**src/rtl/wdt_supervisor.sv**
```systemverilog
// wdt_supervisor: shared active-low reset generator with per-channel windowed watchdogs.
// Holds rst_n low for TP cycles after power-up, manual reset or any watchdog trip.
module wdt_supervisor #(
    parameter int CH    = 4,
    parameter int CNT_W = 24,
    parameter int TP    = 2000,
    parameter int TD    = 16000,
    parameter int TW    = 0
) (
    input  logic          clk,
    input  logic          rst,
    input  logic          mr_n,
    input  logic [CH-1:0] wdi,
    input  logic [CH-1:0] ch_en,
    input  logic          fault_clr,
    output logic          rst_n,
    output logic [CH-1:0] fault,
    output logic [7:0]    trip_cnt
);

    typedef enum logic {
        HOLD = 1'b0,
        RUN  = 1'b1
    } state_e;

    localparam logic [CNT_W-1:0] HOLD_LAST    = CNT_W'(TP - 1);
    localparam logic [CNT_W-1:0] TIMEOUT_LAST = CNT_W'(TD - 1);
    localparam logic [CNT_W-1:0] WIN_LAST     = CNT_W'((TW > 0) ? TW - 1 : 0);
    localparam bit               WIN_EN       = (TW > 0);

    state_e           state_q;
    logic [CNT_W-1:0] hcnt_q;
    logic [CNT_W-1:0] cnt_q [CH];
    logic [CNT_W-1:0] cnt_d [CH];
    logic             mrSync1_q;
    logic             mrSync2_q;
    logic [CH-1:0]    wdiSync1_q;
    logic [CH-1:0]    wdiSync2_q;
    logic [CH-1:0]    prev_q;
    logic             rstN_q;
    logic [CH-1:0]    fault_q;
    logic [7:0]       tripCnt_q;
    logic [CH-1:0]    kick;
    logic [CH-1:0]    chFault;

    assign kick = wdiSync2_q ^ prev_q;

    // A kick inside the early window is a fault; a kick on the timeout edge still rescues the channel.
    always_comb begin
        chFault = '0;
        for (int i = 0; i < CH; i++) begin
            cnt_d[i] = cnt_q[i] + 1'b1;
            if (!ch_en[i]) begin
                cnt_d[i] = '0;
            end else if (kick[i]) begin
                if (WIN_EN && (cnt_q[i] <= WIN_LAST)) begin
                    chFault[i] = 1'b1;
                end else begin
                    cnt_d[i] = '0;
                end
            end else if (cnt_q[i] == TIMEOUT_LAST) begin
                chFault[i] = 1'b1;
            end
        end
    end

    always_ff @(posedge clk or posedge rst) begin
        if (rst) begin
            state_q    <= HOLD;
            hcnt_q     <= '0;
            mrSync1_q  <= 1'b0;
            mrSync2_q  <= 1'b0;
            wdiSync1_q <= '0;
            wdiSync2_q <= '0;
            prev_q     <= '0;
            rstN_q     <= 1'b0;
            fault_q    <= '0;
            tripCnt_q  <= '0;
            for (int i = 0; i < CH; i++) begin
                cnt_q[i] <= '0;
            end
        end else begin
            mrSync1_q  <= mr_n;
            mrSync2_q  <= mrSync1_q;
            wdiSync1_q <= wdi;
            wdiSync2_q <= wdiSync1_q;
            prev_q     <= wdiSync2_q;
            if (fault_clr) begin
                fault_q <= '0;
            end
            case (state_q)
                HOLD: begin
                    if (!mrSync2_q) begin
                        hcnt_q <= '0;
                    end else if (hcnt_q == HOLD_LAST) begin
                        state_q <= RUN;
                        rstN_q  <= 1'b1;
                        for (int i = 0; i < CH; i++) begin
                            cnt_q[i] <= '0;
                        end
                    end else begin
                        hcnt_q <= hcnt_q + 1'b1;
                    end
                end
                RUN: begin
                    // Manual reset outranks any watchdog fault on the same edge.
                    if (!mrSync2_q) begin
                        state_q <= HOLD;
                        hcnt_q  <= '0;
                        rstN_q  <= 1'b0;
                    end else if (|chFault) begin
                        fault_q <= (fault_clr ? '0 : fault_q) | chFault;
                        if (tripCnt_q != 8'hFF) begin
                            tripCnt_q <= tripCnt_q + 1'b1;
                        end
                        state_q <= HOLD;
                        hcnt_q  <= '0;
                        rstN_q  <= 1'b0;
                    end else begin
                        for (int i = 0; i < CH; i++) begin
                            cnt_q[i] <= cnt_d[i];
                        end
                    end
                end
                default: state_q <= HOLD;
            endcase
        end
    end

    assign rst_n    = rstN_q;
    assign fault    = fault_q;
    assign trip_cnt = tripCnt_q;

endmodule

```
**config.mk**
```make
export PLATFORM = sky130hd
export DESIGN_NAME = wdt_supervisor
export DESIGN_NICKNAME = d
export VERILOG_FILES = /design/src/rtl/wdt_supervisor.sv
export SDC_FILE = /design/constraint.sdc
export NUM_CORES = 1
export LEC_CHECK = 0
export ABC_CLOCK_PERIOD_IN_PS = 5400
export CAP_MARGIN = 15
export CELL_PAD_IN_SITES_DETAIL_PLACEMENT = 0
export CELL_PAD_IN_SITES_GLOBAL_PLACEMENT = 1
export CORE_AREA = 2 2 190 99
export CTS_CLUSTER_SIZE = 16
export DETAILED_ROUTE_END_ITERATION = 10
export DIE_AREA = 0 0 192 101
export PLACE_DENSITY_LB_ADDON = 0.1
export SETUP_SLACK_MARGIN = 0.1
export SYNTH_ARGS = -nofsm -noshare
export SYNTH_HDL_FRONTEND = slang
export SYNTH_SLANG_ARGS = --single-unit
```
**constraint.sdc**
```tcl
create_clock -name clk -period 5.4 [get_ports clk]
set_input_delay 0.54 -clock clk [delete_from_list [all_inputs] [get_ports clk]]
set_output_delay 0.54 -clock clk [all_outputs]
set_load 0.05 [all_outputs]
```
==> impl_results.md, run 1 <==
- Top-count cell post-synth: dfrtp_1
- Period utilisation layout: 0.7037
- Unrepaired setup endpoints after global routing: no
- WS Path Type: register to register
- Setup fix buffers added after clock tree synthesis: 0
- Post-synthesis simple-gate area fraction: 0.2365
- Ant. Diodes: 0
- Register share of total power: 0.469
- Via count of the routed design: 7,609
- Post-Syn Nets: 936
- Io pins: 25
- Slew headroom: 0.3338
- Internal: 1.856 mW
- Critical path depth: 5
- Buffer and inverter count on the worst path: 1
- Cts repair resizes: 0
- Root buf cell: clkbuf_16
- Core Rows: 35
- Slew @ Worst Pin: about 1 ns
- Top_reg_cell synth: dfrtp_1
- P per Cell Area: between 200 and 300 nW/um^2
- Crit-path max FO: 38
- Starting density of the core: 0.4693
- Area growth syn-to-layout: 10.86%
- Detail Route Antenna Nets: 0
- Cell taking the most area after synthesis: dfrtp_1
- CTS clk-pin slew, worst paths: approximately 0.060 ns
- Synth Cell Area: roughly 8400 sq um
- Status: finished clean
- FILL cells: 1,639
- Switching part of the total: 0.2230
- Leakage: 3.750 nW
- Gr usage total: 0.2523
- Post-detail-place hpwl: 15,070 microns
- Fin crit period: 3.800 ns
- RePlAce Congestion: roughly 0.87
- CP top delay family: simple AND/OR/NAND/NOR gates
- Setup tns final: 0 ns
- CP max-delay cell: or4_2
- Critical path startpoint category: register
- Via count of the first global-routing pass: 7,249
- Fmax: 0.2631 GHz
- IO Port Bufs: 24
- Post-DR vias/cell: 6.565
- Crit-path cells: nand2b_1, or4_2, buf_4, a21oi_2, a22o_1
- Chip Height: 101 microns
- Syn avg cell area: slightly above 9 sq um
- Antenna violations before repair: 0
- Core area: 17,870 sq um
- Yosys warns: 0
- Clock Path Buffers: 2
- WL final: 23,000 microns
- Sequential area share after synthesis: 0.4417
- Avg WL per Cell: 19.84 microns
- Final setup fails: 0
- Net switching power: 0.5326 mW
- Number of synthesized flops with an enable pin: 0
- Post-layout util: 0.5203
- Layout cell share with drive strength beyond 1: 0.06420
- Die ar.: a little under 20,000 sq um
- Final Hold Vio Count: 0
- Async SR Flop Fraction: 1.000
- Hold_buf cts: 0
- Max-Cap Viols: 0
- Mux contribution to synthesized area: 0.01567
- Maximum vdd drop: about 0.22 mV
- Max stage delay on crit path: 1.21 ns
- Adder-Cell Fraction of Synth Area: 0.008953
- Sink Count: 148
- Fin Clk Skew: about 0.0098 ns
- H-tree depth: 4
- Xor and xnor fraction of the mapped netlist area: 0.01567
- Largest family of logic cells by synthesized area: simple AND/OR/NAND/NOR gates
- Worst Hold Path Cells: 0
- Nets: 925
- Post-Syn Instances: between 900 and 1,000
- Worst reg2reg path depth: 5
- Inserted Clock Buffers: 17
- Largest net degree at the start of global routing: 110
- Worst path required time: 5.75 ns
- Seq cells post-synth: 148
- DRT iter0 DRCs: 787
- First-pass DRT Iterations: 5
- Largest cells by area after synthesis: dfrtp_1, a22o_1, nand3_1
- Remaining Overflow, GRT: 0
- Global-route wire length before repair: 38,590 microns
- CTS tree: built
- Post-synth cell types: 63
- Synth top area share: 0.4417
- Critical path endpoint category: register
- Compound-Gate Fraction of Synth Area: 0.2337
- Fin. max-slew vios: 0
- Comb pwr share: 0.021
- WP data arrival: around 4.2 ns
- Commonest cells post-synth: dfrtp_1, nand3_1, nand2_1, o21ai_0, a22o_1
- DRC: 0
- Worst hold-check path type: register to register
- Clock Latency Late Sink: around 0.42 ns
- Clk pwr share: 0.509
- Die Wd: 192 microns
[registers in the layout, summed over array words and instances (netlist names)]
name	flops
fault	4
rst_n	1
cnt_q	96
state_q	1
mrSync1_q	1
hcnt_q	24
wdiSync1_q	4
wdiSync2_q	4
trip_cnt	8
prev_q	4
mrSync2_q	1
[metal layers]
layer | track usage | part of all wire | vias up | routed length, microns
li1 | - | - | 3523 | -
met1 | 0.4008 | 0.51 | 3774 | 11830
met2 | 0.3457 | 0.41 | 285 | 9378
met3 | 0.04386 | 0.067 | 27 | 1533
met4 | 0.07164 | 0.011 | 0 | 253
met5 | 0 | 0 | - | 0
[stage by stage]
step / total power, mW / instance area, sq um / instances / hold WS [ns] / setup slack (ns)
after detailed placement: 1.194 / 8708 / 1128 / 0.3363 / 1.688
after CTS: 2.407 / 9296 / 1159 / 0.3515 / 1.676
after floorplan: 1.171 / 8386 / 918 / 0.3312 / 0.8803
final: 2.388 / 9296 / 1159 / 0.3509 / 1.600
after global routing: 2.464 / 9296 / 1159 / 0.3532 / 1.451
after global placement: 1.194 / 8708 / 1128 / 0.3329 / 1.789
[worst paths after layout]
path	startpoint	endpoint	slack [ns]
setup / recovery	state_q	cnt_q[12]	1.60
hold / removal	wdiSync1_q[2]	wdiSync2_q[2]	0.35
setup reg to reg	state_q	cnt_q[12]	1.60
hold reg to reg	wdiSync1_q[2]	wdiSync2_q[2]	0.35
max in group asynchronous	rst	cnt_q[32]	3.60
min in group asynchronous	rst	wdiSync1_q[0]	0.72
[final cells by class]
cell class                      instances  area [sq um]  area share
Sequential cell                       148          3704      0.3984
Clock buffer                           19         432.9     0.04657
Inverter                               27         106.4     0.01144
Tap cell                              240         300.3     0.03230
Timing Repair Buffer                   34         315.3     0.03392
Clock inverter                         12         155.1     0.01669
Multi-Input combinational cell        679          4283      0.4607
[placed cells by master, fill, tap and decap left out, types with 3 or more instances in the layout]
master and count:
a22o_1 48, and3_1 24, or4_1 7, clkbuf_16 17, or3_1 6, a31oi_1 12, nor2_1 44, and4_1 13
dfrtp_1 148, inv_1 25, inv_6 3, nor2b_1 7, or2_2 5, ha_1 6, nor4_1 25, o2bb2ai_1 4
o2111ai_1 7, a2111oi_0 6, o211ai_1 14, o31ai_1 19, nand4_1 33, clkinvlp_4 5, nand2_1 69, o21ai_0 58
buf_4 10, mux2i_1 12, o22ai_1 35, nor3_1 25, a21oi_2 4, clkdlybuf4s50_1 24, xnor2_1 14, a21oi_1 37
bufinv_16 3, a211oi_1 3, nand3_1 77, a211o_1 11, a2111o_1 6, and2_1 10
[cells by family after synthesis]
kind of cell,count (synthesis)
AOI/OAI and AO/OA,281
buffers and inverters,91
DFF,148
and+or+nand+nor,364
muxes,13
xor gates and xnor gates,15
adders and majority gates,6
[power by group through the flow]
stage | sequential [mW] | combinational (mW) | clock, mW
finish | 1.12 | 0.0511 | 1.22
global route | 1.12 | 0.0596 | 1.28
CTS | 1.12 | 0.0531 | 1.23
detailed placement | 1.14 | 0.0529 | 0
global placement | 1.14 | 0.0526 | 0
floorplan | 1.14 | 0.0309 | 0
[worst reg2reg max path, cell delays in order, from the launching register on]
cell and delay [ns]:
dfrtp_1 0.58, nand2b_1 0.64, or4_2 1.22, buf_4 0.39, a21oi_2 0.64, a22o_1 0.27
No activity file was read; power rests on OpenSTA's default activity.
==> inputs of run 2 (changes only) <==
--- a/config.mk
+++ b/config.mk
@@ -5,14 +5,14 @@
 export SDC_FILE = /design/constraint.sdc
 export NUM_CORES = 1
 export LEC_CHECK = 0
-export ABC_CLOCK_PERIOD_IN_PS = 5400
+export ABC_CLOCK_PERIOD_IN_PS = 3200
 export CAP_MARGIN = 15
 export CELL_PAD_IN_SITES_DETAIL_PLACEMENT = 0
 export CELL_PAD_IN_SITES_GLOBAL_PLACEMENT = 1
-export CORE_AREA = 2 2 190 99
+export CORE_AREA = 2 2 199 103
 export CTS_CLUSTER_SIZE = 16
 export DETAILED_ROUTE_END_ITERATION = 10
-export DIE_AREA = 0 0 192 101
+export DIE_AREA = 0 0 201 105
 export PLACE_DENSITY_LB_ADDON = 0.1
 export SETUP_SLACK_MARGIN = 0.1
 export SYNTH_ARGS = -nofsm -noshare
==> constraint.sdc (replaced) <==
create_clock -name clk -period 3.2 [get_ports clk]
set_input_delay 0.32 -clock clk [delete_from_list [all_inputs] [get_ports clk]]
set_output_delay 0.32 -clock clk [all_outputs]
set_load 0.05 [all_outputs]
==> run 2 against run 1 <==
Effect of this change: clock-buffer cell count unchanged; hold slack lost 0.029 ns; highest routed layer unchanged; die area grew 8.8%; sequential power up 69%; critical path depth is 1 higher; first-iteration DRC count shrank 29%.
==> impl_results.md, run 2 (synthesized netlist as in run 1, its figures left out) <==
- Largest net degree at the start of global routing: 149 (was 110)
- Via count of the routed design: 7,478 (was 7,609)
- DRC: 0 (unchanged)
- Die Wd: 201 microns (was 192 microns)
- CTS clk-pin slew, worst paths: 0.07 ns (was 0.06 ns)
- Cts repair resizes: 0 (unchanged)
- Setup tns final: 0 ns (unchanged)
- Placed cells: 1,171 (was 1,128)
- Antenna violations before repair: 0 (unchanged)
- CTS tree: built (unchanged)
- Inserted Clock Buffers: 17 (unchanged)
- Period utilisation layout: 0.8779 (was 0.7037)
- Layout cell share with drive strength beyond 1: 0.08431 (was 0.06420)
- Final Total Pwr: 4.080 mW (was 2.388 mW)
- Clock Latency Late Sink: 0.44 ns (was 0.42 ns)
- Final setup fails: 0 (unchanged)
- Post-detail-place hpwl: 14,320 microns (was 15,070 microns)
- Hold path startpoint: mr_n (was wdiSync1_q[2])
- Detail Route Antenna Nets: 0 (unchanged)
- Worst R2R Start: hcnt_q[20] (was state_q)
- First-pass DRT Iterations: 5 (unchanged)
- Post-DP Area: 8930 sq um (was 8708 sq um)
- Crit-path max FO: 75 (was 38)
- Area growth syn-to-layout: 13.77% (was 10.86%)
- Via count of the first global-routing pass: 7,179 (was 7,249)
- WS Path Type: register to register (unchanged)
- WL final: 22,620 microns (was 23,000 microns)
- Max reg flops: 96 (unchanged)
- Slew headroom: 0.4029 (was 0.3338)
- Global-route wire length before repair: 38,280 microns (was 38,590 microns)
- Worst hold-check path type: input port to register (was register to register)
- H-tree depth: 4 (unchanged)
- Critical path origin: hcnt_q[20] (was state_q)
- Post-DR vias/cell: 6.216 (was 6.565)
- Fin Clk Skew: 0.008590 ns (was 0.009777 ns)
- Commonest non-fill, non-tap cell in the layout: dfrtp_1 (unchanged)
- Clock Path Buffers: 2 (unchanged)
- Gr usage total: 0.2247 (was 0.2523)
- Nets: 942 (was 925)
- Core area: 19,230 sq um (was 17,870 sq um)
- CP max-delay cell: or4_2 (unchanged)
- Post-route cell area: 9540 sq um (was 9296 sq um)
- Remaining Overflow, GRT: 0 (unchanged)
- Final Hold Vio Count: 0 (unchanged)
- Ant. Diodes: 0 (unchanged)
- RePlAce Congestion: 0.8029 (was 0.8664)
- Crit-path cells: nor4_1, nand4_1, or4_2, buf_12, a21oi_2, a22o_1 (was nand2b_1, or4_2, buf_4, a21oi_2, a22o_1)
- Fin. max-slew vios: 0 (unchanged)
- Setup fix buffers added after clock tree synthesis: 0 (unchanged)
- Fin crit period: 2.809 ns (was 3.800 ns)
- Hold_buf cts: 0 (unchanged)
- Max-Cap Viols: 0 (unchanged)
- Worst path required time: 3.57 ns (was 5.75 ns)
- DRT iter0 DRCs: 562 (was 787)
- Most frequent cells in the layout: dfrtp_1, nand3_1, nand2_1 (unchanged)
- Io pins: 25 (unchanged)
- Die ar.: 21,110 sq um (was 19,390 sq um)
- Status: finished clean (unchanged)
- Avg WL per Cell: 18.80 microns (was 19.84 microns)
- Most flop-heavy register: cnt_q (unchanged)
- Unrepaired setup endpoints after global routing: no (unchanged)
- Fmax: 0.3560 GHz (was 0.2631 GHz)
- WP data arrival: 3.18 ns (was 4.15 ns)
- Slew @ Worst Pin: 0.8956 ns (was 0.9993 ns)
- Chip Height: 105 microns (was 101 microns)
- Layout Cells excl Fill: 1,203 (was 1,159)
- P per Cell Area: 427.7 nW/um^2 (was 256.9 nW/um^2)
- Core Rows: 36 (was 35)
- Critical path endpoint category: register (unchanged)
- Critical path startpoint category: register (unchanged)
- Sink Count: 148 (unchanged)
- Root buf cell: clkbuf_16 (unchanged)
- Leakage: 3.878 nW (was 3.750 nW)
- IO Port Bufs: 24 (unchanged)
- Maximum vdd drop: 0.3296 mV (was 0.2213 mV)
- Max stage delay on crit path: 0.75 ns (was 1.21 ns)
- Starting density of the core: 0.4360 (was 0.4693)
## run 2: cell types whose count changed in the layout (fill, tap and decap cells not counted), sizes merged
cell      previous run  this run
inv                 29        27
buf                 10        27
clkinv               2         7
clkinvlp             5         3
## run 2: metrics by stage
| stage | util | hold WS [ns] | worst slack, ns |
|---|---|---|---|
| detailed placement | 0.4643 | 0.3355 | 0.2954 |
| global placement | 0.4643 | 0.3317 | 0.3496 |
| finish | 0.4960 | 0.3218 | 0.3907 |
| CTS | 0.4960 | 0.3096 | 0.2840 |
| global route | 0.4960 | 0.3118 | 0.1442 |
| floorplan | - | 0.3312 | 0.7941 |
## run 2: critical path: cells and delay by family (launching register included)
family / cells / cell delay [ns]
AO/OA/AOI/OAI: 2 / 0.66
flip-flops: 1 / 0.46
buffers and inverters: 1 / 0.26
AND/OR/NAND/NOR: 3 / 1.34
## run 2: metal layers
metal / up-vias / global-route usage / wire [microns]
met5: - / 0 / 0
met4: 0 / 0.04921 / 173
met3: 16 / 0.05365 / 1191
met2: 172 / 0.3324 / 9828
li1: 3549 / - / -
met1: 3741 / 0.3312 / 11430
## run 2: cell type report
cell class                      count  area (sq um)
Fill cell                        1812          9693
Sequential cell                   148          3704
Timing Repair Buffer               51         505.5
Tap cell                          266         332.8
Clock inverter                     13         156.4
Inverter                           27         105.1
Multi-Input combinational cell    679          4284
Clock buffer                       19         452.9
## run 2: power by group
group / internal (mW) / total, mW / switching [mW]
sequential: 1.88 / 1.89 / 0.00841
combinational: 0.0271 / 0.0888 / 0.0617
clock: 1.26 / 2.10 / 0.835
total: 3.17 / 4.08 / 0.905
## run 2: worst paths after layout
kind / depth (start not counted) / to / slack, ns
worst max-delay path: 6 / cnt_q[51] / 0.39
worst min-delay path: 1 / mrSync1_q / 0.32
worst max register to register: 6 / cnt_q[51] / 0.39
worst min register to register: 0 / wdiSync2_q[0] / 0.35
max in group asynchronous: 3 / trip_cnt[1] / 2.10
min in group asynchronous: 3 / hcnt_q[20] / 0.40
==> inputs of run 3 (changes only) <==
--- a/config.mk
+++ b/config.mk
@@ -9,12 +9,12 @@
 export CAP_MARGIN = 15
 export CELL_PAD_IN_SITES_DETAIL_PLACEMENT = 0
 export CELL_PAD_IN_SITES_GLOBAL_PLACEMENT = 1
-export CORE_AREA = 2 2 199 103
+export CORE_AREA = 2 2 142 144
 export CTS_CLUSTER_SIZE = 16
 export DETAILED_ROUTE_END_ITERATION = 10
-export DIE_AREA = 0 0 201 105
+export DIE_AREA = 0 0 144 146
+export MAX_ROUTING_LAYER = met4
 export PLACE_DENSITY_LB_ADDON = 0.1
-export SETUP_SLACK_MARGIN = 0.1
 export SYNTH_ARGS = -nofsm -noshare
 export SYNTH_HDL_FRONTEND = slang
 export SYNTH_SLANG_ARGS = --single-unit
==> run 3 against run 2 <==
Effect of this change: global-route usage rose by 0.94 points; final cell count hardly changed; flip-flop and latch count is the same; die area is 0.38% lower; cell area increased by 0.24%; maximum frequency decreased by 4.6%; clock skew increased by 0.0041 ns; critical endpoint is now cnt_q[18].
==> impl_results.md, run 3 (synthesized netlist as in run 1, its figures left out) <==
- Status: finished clean (unchanged)
- Io pins: 25 (unchanged)
- Fmax: 0.3397 GHz (was 0.3560 GHz)
- WP data arrival: 3.32 ns (was 3.18 ns)
- Final Hold Vio Count: 0 (unchanged)
- GR Util met3: 0.04607 (was 0.05365)
- Slew @ Worst Pin: 0.8283 ns (was 0.8956 ns)
- Area growth syn-to-layout: 14.04% (was 13.77%)
- Leakage: 3.875 nW (was 3.878 nW)
- Layout cell share with drive strength beyond 1: 0.08431 (unchanged)
- Die ar.: 21,020 sq um (was 21,110 sq um)
- Met2 Resource Use GR: 0.3583 (was 0.3324)
- Final setup fails: 0 (unchanged)
- Worst Hold Path Cells: 1 (unchanged)
- Post-DP Area: 8936 sq um (was 8930 sq um)
- Worst path required time: 3.57 ns (about the same)
- Largest net degree at the start of global routing: 78 (was 149)
- Detail Route Antenna Nets: 0 (unchanged)
- Fin Clk Skew: 0.01267 ns (was 0.008590 ns)
- Nets: 943 (was 942)
- Inserted Clock Buffers: 17 (unchanged)
- Sequential cell area: 3704 sq um (unchanged)
- Fin crit period: 2.944 ns (was 2.809 ns)
- Clock Latency Late Sink: 0.43 ns (was 0.44 ns)
- R2r endpoint: cnt_q[18] (was cnt_q[51])
- Post-layout util: 0.4946 (was 0.4960)
- Chip Height: 146 microns (was 105 microns)
- Starting density of the core: 0.4337 (was 0.4360)
- R2r setup slk: 0.26 ns (was 0.39 ns)
- FILL cells: 1,821 (was 1,812)
- WS Path Type: register to register (unchanged)
- H-tree depth: 4 (unchanged)
- Multi-input logic area: 4283 sq um (was 4284 sq um)
- RePlAce Congestion: 0.8714 (was 0.8029)
- CTS tree: built (unchanged)
- P per Cell Area: 435.5 nW/um^2 (was 427.7 nW/um^2)
- Post-detail-place hpwl: 14,930 microns (was 14,320 microns)
- Max-Cap Viols: 0 (unchanged)
- Worst hold-check path type: input port to register (unchanged)
- Met1 usage: 0.3163 (was 0.3312)
- Hold path endpoint: wdiSync1_q[0] (was mrSync1_q)
- Antenna violations before repair: 0 (unchanged)
- Setup fix buffers added after clock tree synthesis: 0 (unchanged)
- Via count of the first global-routing pass: 7,437 (was 7,179)
- Setup tns final: 0 ns (unchanged)
- Global-route wire length before repair: 38,380 microns (was 38,280 microns)
- Most frequent cells in the layout: dfrtp_1, nand3_1, nand2_1 (unchanged)
- DRC: 0 (unchanged)
- DP Worst Slack: 0.2659 ns (was 0.2954 ns)
- First-pass DRT Iterations: 5 (unchanged)
- Post-route cell area: 9563 sq um (was 9540 sq um)
- Remaining Overflow, GRT: 0 (unchanged)
- CTS clk-pin slew, worst paths: 0.07 ns (about the same)
- IO Port Bufs: 24 (unchanged)
- Core area: 19,330 sq um (was 19,230 sq um)
- WL final: 23,100 microns (was 22,620 microns)
- Crit-path max FO: 54 (was 75)
- Clock Path Buffers: 2 (unchanged)
- Max reg flops: 96 (unchanged)
- Via count of the routed design: 7,563 (was 7,478)
- Die Wd: 144 microns (was 201 microns)
- Maximum vdd drop: 0.3344 mV (was 0.3296 mV)
- Commonest non-fill, non-tap cell in the layout: dfrtp_1 (unchanged)
- Post-DR vias/cell: 6.292 (was 6.216)
- Root buf cell: clkbuf_16 (unchanged)
- Post-route setup slack: 0.2560 ns (was 0.3907 ns)
- Fin. max-slew vios: 0 (unchanged)
- Cts repair resizes: 0 (unchanged)
- Period utilisation layout: 0.9200 (was 0.8779)
- Hold_buf cts: 0 (unchanged)
- Critical path startpoint category: register (unchanged)
- Worst R2R Start: hcnt_q[19] (was hcnt_q[20])
- Avg WL per Cell: 19.21 microns (was 18.80 microns)
- Worst reg2reg path depth: 6 (unchanged)
- Unrepaired setup endpoints after global routing: no (unchanged)
- GRT Max-Usage Layer: met2 (unchanged)
- Final Total Pwr: 4.165 mW (was 4.080 mW)
- Ant. Diodes: 0 (unchanged)
- Critical path endpoint category: register (unchanged)
- DRT iter0 DRCs: 649 (was 562)
- Slew headroom: 0.4467 (was 0.4029)
- Gr usage total: 0.2341 (was 0.2247)
- Hold path startpoint: wdi[0] (was mr_n)
- Most flop-heavy register: cnt_q (unchanged)
- Core Rows: 51 (was 36)
- Sink Count: 148 (unchanged)
[run 3: cell types whose count changed in the layout (fill, tap and decap cells not counted)]
cell	previous run	this run
clkbuf_8	2	0
clkinvlp_4	3	6
and4_4	1	0
bufinv_16	3	4
buf_4	22	23
and4_2	0	1
clkinv_4	2	1
inv_6	1	4
clkinv_2	5	0
[run 3: where the power goes]
| group | switching (mW) | leakage [nW] | internal, mW |
|---|---|---|---|
| Sequential | 0.00835 | 2.03 | 1.88 |
| Clock | 0.868 | 0.289 | 1.31 |
| Combinational | 0.0640 | 1.55 | 0.0303 |
[run 3: final cells by class]
cell class / instances / share of cell area
clock buffer: 17 / 0.04449
clock inverter: 14 / 0.02107
inverter: 27 / 0.01099
multi-input combinational: 679 / 0.4479
sequential: 148 / 0.3873
tap: 265 / 0.03467
timing repair buffer: 52 / 0.05364
[run 3: routing by layer]
metal,part of all wire,routed length [microns],up-vias
met5,0,0,-
met4,0.014,327,0
met3,0.043,985,26
met2,0.47,10840,218
met1,0.47,10940,3771
li1,-,-,3548
[run 3: worst max-delay path: stages (launching register included)]
cell	delay, ns
dfrtp_1	0.48
nor4_1	0.33
nand4_1	0.22
or4_2	0.75
buf_12	0.22
a21oi_2	0.62
a22o_1	0.23
[run 3: stage by stage]
stage	instances	hold slack (ns)
global placement	1171	0.3318
detailed placement	1171	0.3362
CTS	1202	0.3126
floorplan	918	0.3312
global route	1202	0.3198
finish	1202	0.3249
[run 3: worst max path at each step]
stage	slack (ns)	to	cells past startpoint	startpoint
4_1_cts	0.25	cnt_q[18]	6	hcnt_q[19]
3_5_place_dp	0.27	cnt_q[18]	6	hcnt_q[19]
6_report	0.26	cnt_q[18]	6	hcnt_q[19]
2_1_floorplan	0.79	hcnt_q[11]	10	cnt_q[24]
5_1_grt	0.11	cnt_q[11]	6	hcnt_q[19]
3_3_place_gp	0.28	cnt_q[16]	6	hcnt_q[19]
